### src/rtl/latch_out_debouncer.sv
// Latch-output debouncer: two-flop synchroniser, stability FSM,
// rise/fall strobes and a saturating transition counter.
module latch_out_debouncer #(
  parameter int unsigned STABLE_CYCLES = 4,
  parameter int unsigned CNT_WIDTH     = 8
) (
  input  logic                 clock,
  input  logic                 reset_n,
  input  logic                 q_in,
  input  logic                 clear,
  output logic                 q_clean,
  output logic                 rise_pulse,
  output logic                 fall_pulse,
  output logic [CNT_WIDTH-1:0] toggle_count,
  output logic                 count_sat
);

  localparam int unsigned SW = $clog2(STABLE_CYCLES + 1);

  localparam logic [SW-1:0] CNT_ZERO = '0;
  localparam logic [SW-1:0] CNT_ONE  = SW'(1);
  localparam logic [SW-1:0] CNT_LAST = SW'(STABLE_CYCLES - 1);

  localparam logic [1:0] IDLE_LOW   = 2'd0;
  localparam logic [1:0] CHECK_HIGH = 2'd1;
  localparam logic [1:0] IDLE_HIGH  = 2'd2;
  localparam logic [1:0] CHECK_LOW  = 2'd3;

  logic                 s1_q;
  logic                 s2_q;
  logic [1:0]           state_q;
  logic [1:0]           state_d;
  logic [SW-1:0]        cnt_q;
  logic [SW-1:0]        cnt_d;
  logic                 clean_q;
  logic                 clean_d;
  logic                 rise_q;
  logic                 rise_d;
  logic                 fall_q;
  logic                 fall_d;
  logic [CNT_WIDTH-1:0] tcnt_q;
  logic [CNT_WIDTH-1:0] tcnt_d;
  logic                 sat_q;
  logic                 sat_d;

  // q_in is asynchronous; only s2_q may be looked at by the FSM.
  always_ff @(posedge clock or negedge reset_n) begin
    if (!reset_n) begin
      s1_q <= 1'b0;
      s2_q <= 1'b0;
    end else begin
      s1_q <= q_in;
      s2_q <= s1_q;
    end
  end

  always_comb begin
    state_d = state_q;
    cnt_d   = cnt_q;
    clean_d = clean_q;
    rise_d  = 1'b0;
    fall_d  = 1'b0;
    unique case (state_q)
      IDLE_LOW: begin
        if (s2_q) begin
          state_d = CHECK_HIGH;
          cnt_d   = CNT_ONE;
        end
      end
      CHECK_HIGH: begin
        if (!s2_q) begin
          state_d = IDLE_LOW;
          cnt_d   = CNT_ZERO;
        end else if (cnt_q == CNT_LAST) begin
          state_d = IDLE_HIGH;
          cnt_d   = CNT_ZERO;
          clean_d = 1'b1;
          rise_d  = 1'b1;
        end else begin
          cnt_d = cnt_q + CNT_ONE;
        end
      end
      IDLE_HIGH: begin
        if (!s2_q) begin
          state_d = CHECK_LOW;
          cnt_d   = CNT_ONE;
        end
      end
      CHECK_LOW: begin
        if (s2_q) begin
          state_d = IDLE_HIGH;
          cnt_d   = CNT_ZERO;
        end else if (cnt_q == CNT_LAST) begin
          state_d = IDLE_LOW;
          cnt_d   = CNT_ZERO;
          clean_d = 1'b0;
          fall_d  = 1'b1;
        end else begin
          cnt_d = cnt_q + CNT_ONE;
        end
      end
      default: begin
        state_d = IDLE_LOW;
        cnt_d   = CNT_ZERO;
      end
    endcase
  end

  always_ff @(posedge clock or negedge reset_n) begin
    if (!reset_n) begin
      state_q <= IDLE_LOW;
      cnt_q   <= CNT_ZERO;
      clean_q <= 1'b0;
      rise_q  <= 1'b0;
      fall_q  <= 1'b0;
    end else begin
      state_q <= state_d;
      cnt_q   <= cnt_d;
      clean_q <= clean_d;
      rise_q  <= rise_d;
      fall_q  <= fall_d;
    end
  end

  // Count from the registered strobes; clear beats a same-cycle increment.
  always_comb begin
    tcnt_d = tcnt_q;
    if (clear) begin
      tcnt_d = '0;
    end else if ((rise_q || fall_q) && !sat_q) begin
      tcnt_d = tcnt_q + CNT_WIDTH'(1);
    end
    sat_d = (tcnt_d == {CNT_WIDTH{1'b1}});
  end

  always_ff @(posedge clock or negedge reset_n) begin
    if (!reset_n) begin
      tcnt_q <= '0;
      sat_q  <= 1'b0;
    end else begin
      tcnt_q <= tcnt_d;
      sat_q  <= sat_d;
    end
  end

  assign q_clean      = clean_q;
  assign rise_pulse   = rise_q;
  assign fall_pulse   = fall_q;
  assign toggle_count = tcnt_q;
  assign count_sat    = sat_q;

endmodule

### config.mk
export PLATFORM = sky130hd
export DESIGN_NAME = latch_out_debouncer
export DESIGN_NICKNAME = d
export VERILOG_FILES = /design/src/rtl/latch_out_debouncer.sv
export SDC_FILE = /design/constraint.sdc
export NUM_CORES = 1
export LEC_CHECK = 0
export CAP_MARGIN = 0
export CORE_UTILIZATION = 33
export CTS_CLUSTER_SIZE = 8
export DETAILED_ROUTE_END_ITERATION = 8
export HOLD_SLACK_MARGIN = 0.03
export PLACE_DENSITY_LB_ADDON = 0.3
export SETUP_SLACK_MARGIN = 0.3
export SYNTH_ARGS = -nofsm -noshare
export SYNTH_HDL_FRONTEND = slang
export SYNTH_SLANG_ARGS = --single-unit
### constraint.sdc
create_clock -name clock -period 1.3 [get_ports clock]
set_input_delay 0.195 -clock clock [delete_from_list [all_inputs] [get_ports clock]]
set_output_delay 0.195 -clock clock [all_outputs]
set_load 0.03 [all_outputs]
; Word-level counts from Yosys, hierarchy flattened
; Cells that the tools add are included.
[op_classes]
n_addsub = 2
eq_ne = 13
mux = 25
reduce_logical = 8
[op_table]
columns = cell, n
row1 = 2-to-1 mux 8 bit, 2
row2 = 2-to-1 mux 3 bit, 5
row3 = 2-to-1 mux 2 bit, 6
row4 = "!= test 2 bit, second input constant", 6
row5 = one-hot mux 3 bit (4 select lines), 1
row6 = 2-to-1 mux 1 bit, 9
row7 = "adder 8 x 1 -> 8 bit, second input constant", 1
row8 = "equality test 8 bit, second input constant", 1
row9 = one-hot mux 2 bit (4 select lines), 1
row10 = "!= test 3 bit, second input constant", 2
row11 = AND reduction 5 bit, 1
row12 = "equality test 2 bit, second input constant", 2
row13 = AND reduction 4 bit, 1
row14 = "adder 3 x 1 -> 3 bit, second input constant", 1
row15 = "equality test 3 x 2 -> 1 bit, second input constant", 1
row16 = "equality test 2 x 1 -> 1 bit, second input constant", 1
row17 = logical NOT 2 bit, 1
row18 = one-hot mux 1 bit (2 select lines), 1
row19 = AND reduction 2 bit, 1
row20 = nonzero test 2 bit, 1
row21 = logical AND 1 bit, 1
row22 = logical NOT 1 bit, 1
row23 = logical OR 1 bit, 1
[totals]
reg_bits = 19

; Depth between registers and ports, before layout
[logic_depth]
word_depth = 5
depth_mapped = 5
ltp_nobuf = 5

; Worst setup path after synthesis
; OpenSTA, ideal clock, no wires.
[synth_timing]
path_kind = register -> register
from = register tcnt_q[0] (netlist: toggle_count[0])
to = register tcnt_q[4] (netlist: toggle_count[4])
setup_time_ps = 78
arrival_ps = 1430
required_time_ps = 1222
setup_slack_ps = -208
path_stages_with_launch = 5
period_less_slack_ps = 1508
cell_sequence = dfrtp_1 ha_1 nand3_1 or3_2 a21oi_1
[synth_between]
elab_chain_cells = 3
[synth_lines]
columns = item, line_no
row1 = from (decl), 41  ; logic [CNT_WIDTH-1:0] tcnt_q;
row2 = from (signal assigned), 141  ; tcnt_q <= tcnt_d;
row3 = adder 8 x 1 -> 8 bit, 131  ; tcnt_d = tcnt_q + CNT_WIDTH'(1);
row4 = 2-to-1 mux 8 bit, 130  ; end else if ((rise_q || fall_q) && !sat_q) begin
row5 = 2-to-1 mux 8 bit, 128  ; if (clear) begin
row6 = named net tcnt_d[4], 42  ; logic [CNT_WIDTH-1:0] tcnt_d;
; The timed path passes the listed nets, and every way through them passes these cells.
; A chain may end at the register's enable or synchronous reset.

; Worst setup path in the final report
[layout_timing]
from = register fall_q (netlist: fall_pulse)
to = register sat_q (netlist: count_sat)
[layout_between]
elab_chain_cells = 5
[layout_lines]
columns = item, line_no
row1 = from (decl), 39  ; logic fall_q;
row2 = from (signal assigned), 121  ; fall_q <= fall_d;
row3 = logical OR 1 bit, 130
row4 = logical AND 1 bit, 130
row5 = 2-to-1 mux 8 bit, 130
row6 = 2-to-1 mux 8 bit, 128
row7 = equality test 8 bit, 133  ; sat_d = (tcnt_d == {CNT_WIDTH{1'b1}});
row8 = named net sat_d, 44  ; logic sat_d;
row9 = to (signal assigned), 142  ; sat_q <= sat_d;
row10 = to (decl), 43  ; logic sat_q;
; The timed path passes the listed nets, and every way through them passes these cells.

==> out/metrics.yaml <==
layout:
  post-route-util: 0.586
  final_nets: 125
  stdcell_area_um2: 1450
  syn2layout_area_growth_pct: 68.6
  n_antenna_cell: 0
  drive_gt1_frac: 0.653
critical_path:
  startpoint_type: "register"
  crit_required_ns: 1.50
  r2r_slack_ns: -0.02
  path_buf_inv: 0
  path_delay_family: "compound AO/OA/AOI/OAI gates"
  rr_startpoint: "fall_pulse"
  crit_type: "reg2reg"
  critPathCapture: "count_sat"
  slowest_stage: "dfrtp_2"
  slowest_delay_ns: 0.46
  worst_ep_arrival_time_ns: 1.52
  r2r_cells: 4
  cp.depth: 4
  path_cells: "o21ba_4 -> a21oi_1 -> o221ai_1 -> nor4_2"
  path_max_fanout: 4
  endpoint_kind: "register"
  crit_start: "fall_pulse"
  reg2reg_to: "count_sat"
logic_synthesis:
  synthesis.nets: 83
  yosys.area_share.simple: 0.215
  synthXorXnorAreaFrac: 0.0712
  ys_seq_area_frac: 0.552
  async_reset_ff_frac: 1.00
  synth-main-ff-cell: "dfrtp_1"
  synth_compound_area_frac: 0.106
  synth_cell_types: 25
  syn_area_um2: 861
  synth_top_family_by_area: "simple AND/OR/NAND/NOR gates"
  yosys.area_share.adder: 0.0291
  synth_edf_count: 0
  syn_inst: 77
  synthMuxAreaShare: 0.0131
  ys_ff_latch: 19
  yosysWarnings: 0
  avgSynthCellArea_um2: 11.2
die:
  core_um2: 2480
  std_cell_rows: 18
  io_pins: 16
  start_util: 0.347
  dieArea_um2: 2820
  die_x_um: 53.1
  die_h_um: 53.1
routing:
  via_per_inst: 4.83
  drt_iter0_drc: 7
  drt_pass1_iterations: 4
  vias: 715
  postRouteAntennaNets: 0
  drc_errors: 0
  wire_per_inst_um: 12.8
  wirelength_um: 1900
global_route:
  grt_pass1_wl_um: 2950
  grt_max_degree: 20
  antenna_found_initial: 0
  overflow: 0
  track_usage: 0.148
  first_global_vias: 650
placement:
  gp_congestion: 0.693
  post-dp-hpwl_um: 1170
  numPortBuffers: 15
  place_area_um2: 1140
outcome:
  status: "finished, violations left"
  violations: "setup timing"
cts:
  cts_sinks: 19
  clk_pin_slew_ns: 0.11
  cts_tree: "built"
  clockBufferDepth: 2
  htreeDepth: 1
  cts_buffers: 3
  cts_root_buf: "clkbuf_4"
  clk_latency_ns: 0.29
sta:
  finalSetupTns_ns: -0.0381
  slew_headroom: 0.793
  fin_ws_ns: -0.0229
  finalClockSkew_ns: 0.00240
  rsz0062_at_grt: "yes"
  setup_viol: 2
  finalCritPeriodShare: 1.02
  finalHoldViolations: 0
  fmax_mhz: 756
  worst_slew_pin_slew_ns: 0.310
  period_minus_slack_ns: 1.32
  maxSlewViolCount: 0
job:
  drv_cap: 0
power:
  p_per_area_nw_per_um2: 1100
  power.leakage_nw: 0.640
  ir_drop_uv: 1010
hold_path:
  hp-class: "in2async"
## stage by stage
| step | total power [mW] | setup slack [ns] | cells | hold slack, ns |
|---|---|---|---|---|
| after floorplan | 1.02 | 0.00970 | 77 | -0.101 |
| after global placement | 1.13 | 0.0413 | 124 | 0.335 |
| after detailed placement | 1.14 | 0.0126 | 124 | 0.343 |
| after CTS | 1.54 | -0.00963 | 140 | 0.223 |
| after global routing | 1.71 | -0.120 | 148 | 0.248 |
| final | 1.60 | -0.0229 | 148 | 0.221 |
## layer usage
| metal | vias up | global-route usage | wire length [µm] |
|---|---|---|---|
| li1 | 345 | - | - |
| met1 | 360 | 0.187 | 881 |
| met2 | 10 | 0.249 | 965 |
| met3 | 0 | 0.0345 | 49 |
| met4 | 0 | 0.0395 | 0 |
| met5 | - | 0 | 0 |
## kinds of logic after synthesis
family | count (synthesis)
mux | 1
compound gates | 12
simple gates | 33
flops | 19
buf+inv | 3
xor+xnor | 7
fa+ha+maj | 2
## worst register-to-register path, cell delays in order, from the launching register on
cell	delay [ns]
dfrtp_2	0.46
o21ba_4	0.25
a21oi_1	0.21
o221ai_1	0.17
nor4_2	0.15
## repair_timing
action	in CTS	in global routing
pin swaps	10	7
setup endpoints to repair	29	29
gates resized for setup	88	8
hold buffers	0	0
setup buffers	12	8
## synth_stat cells, drive strengths merged, types with 2 or more instances
library cell | count | share of area
o21ai | 2 | 0.012
inv | 2 | 0.0087
nor4 | 2 | 0.039
nor3 | 3 | 0.017
a21oi | 5 | 0.029
ha | 2 | 0.029
and3 | 2 | 0.015
nand3 | 2 | 0.012
dfrtp | 19 | 0.55
nor3b | 3 | 0.026
o21ba | 2 | 0.023
nor2 | 11 | 0.048
xnor2 | 6 | 0.061
nand2 | 6 | 0.026
## sequential cells by signal (all words and copies together) (netlist names), named ones only
| name | cells |
|---|---|
| cnt_q | 3 |
| count_sat | 1 |
| fall_pulse | 1 |
| q_clean | 1 |
| rise_pulse | 1 |
| s1_q | 1 |
| s2_q | 1 |
| state_q | 1 |
| toggle_count | 8 |
## placed cells by master (no fill, tap or decap), drive strengths merged, types with 3 or more instances in the layout
cell and count:
buf 35, nor2 11, dfrtp 19, nand2 6
nor3b 3, xnor2 6, nor3 3, clkdlybuf4s50 3
a21oi 5, clkbuf 3
## worst min-delay path by stage
stage / slack [ns] / from / to
after global routing: 0.25 / reset_n / toggle_count[0]
after detailed placement: 0.34 / s1_q / s2_q
after CTS: 0.22 / reset_n / toggle_count[0]
after global placement: 0.33 / s1_q / s2_q
final: 0.22 / reset_n / toggle_count[0]
after floorplan: -0.10 / reset_n / async pin
## where the power goes
| group | internal (mW) | total [mW] | switching, mW |
|---|---|---|---|
| clock | 0.114 | 0.294 | 0.179 |
| sequential | 0.677 | 0.787 | 0.110 |
| combinational | 0.299 | 0.516 | 0.217 |
## area by class of cell
| type | count | area, µm² |
|---|---|---|
| multi-input cells | 55 | 528 |
| well taps | 30 | 37.5 |
| fillers | 224 | 1030 |
| clock buffers | 3 | 22.5 |
| flip-flops and latches | 19 | 490 |
| inverters | 2 | 7.51 |
| clock inverters | 1 | 5.00 |
| repair buffers | 38 | 360 |
(Power assumes the default switching activity.)
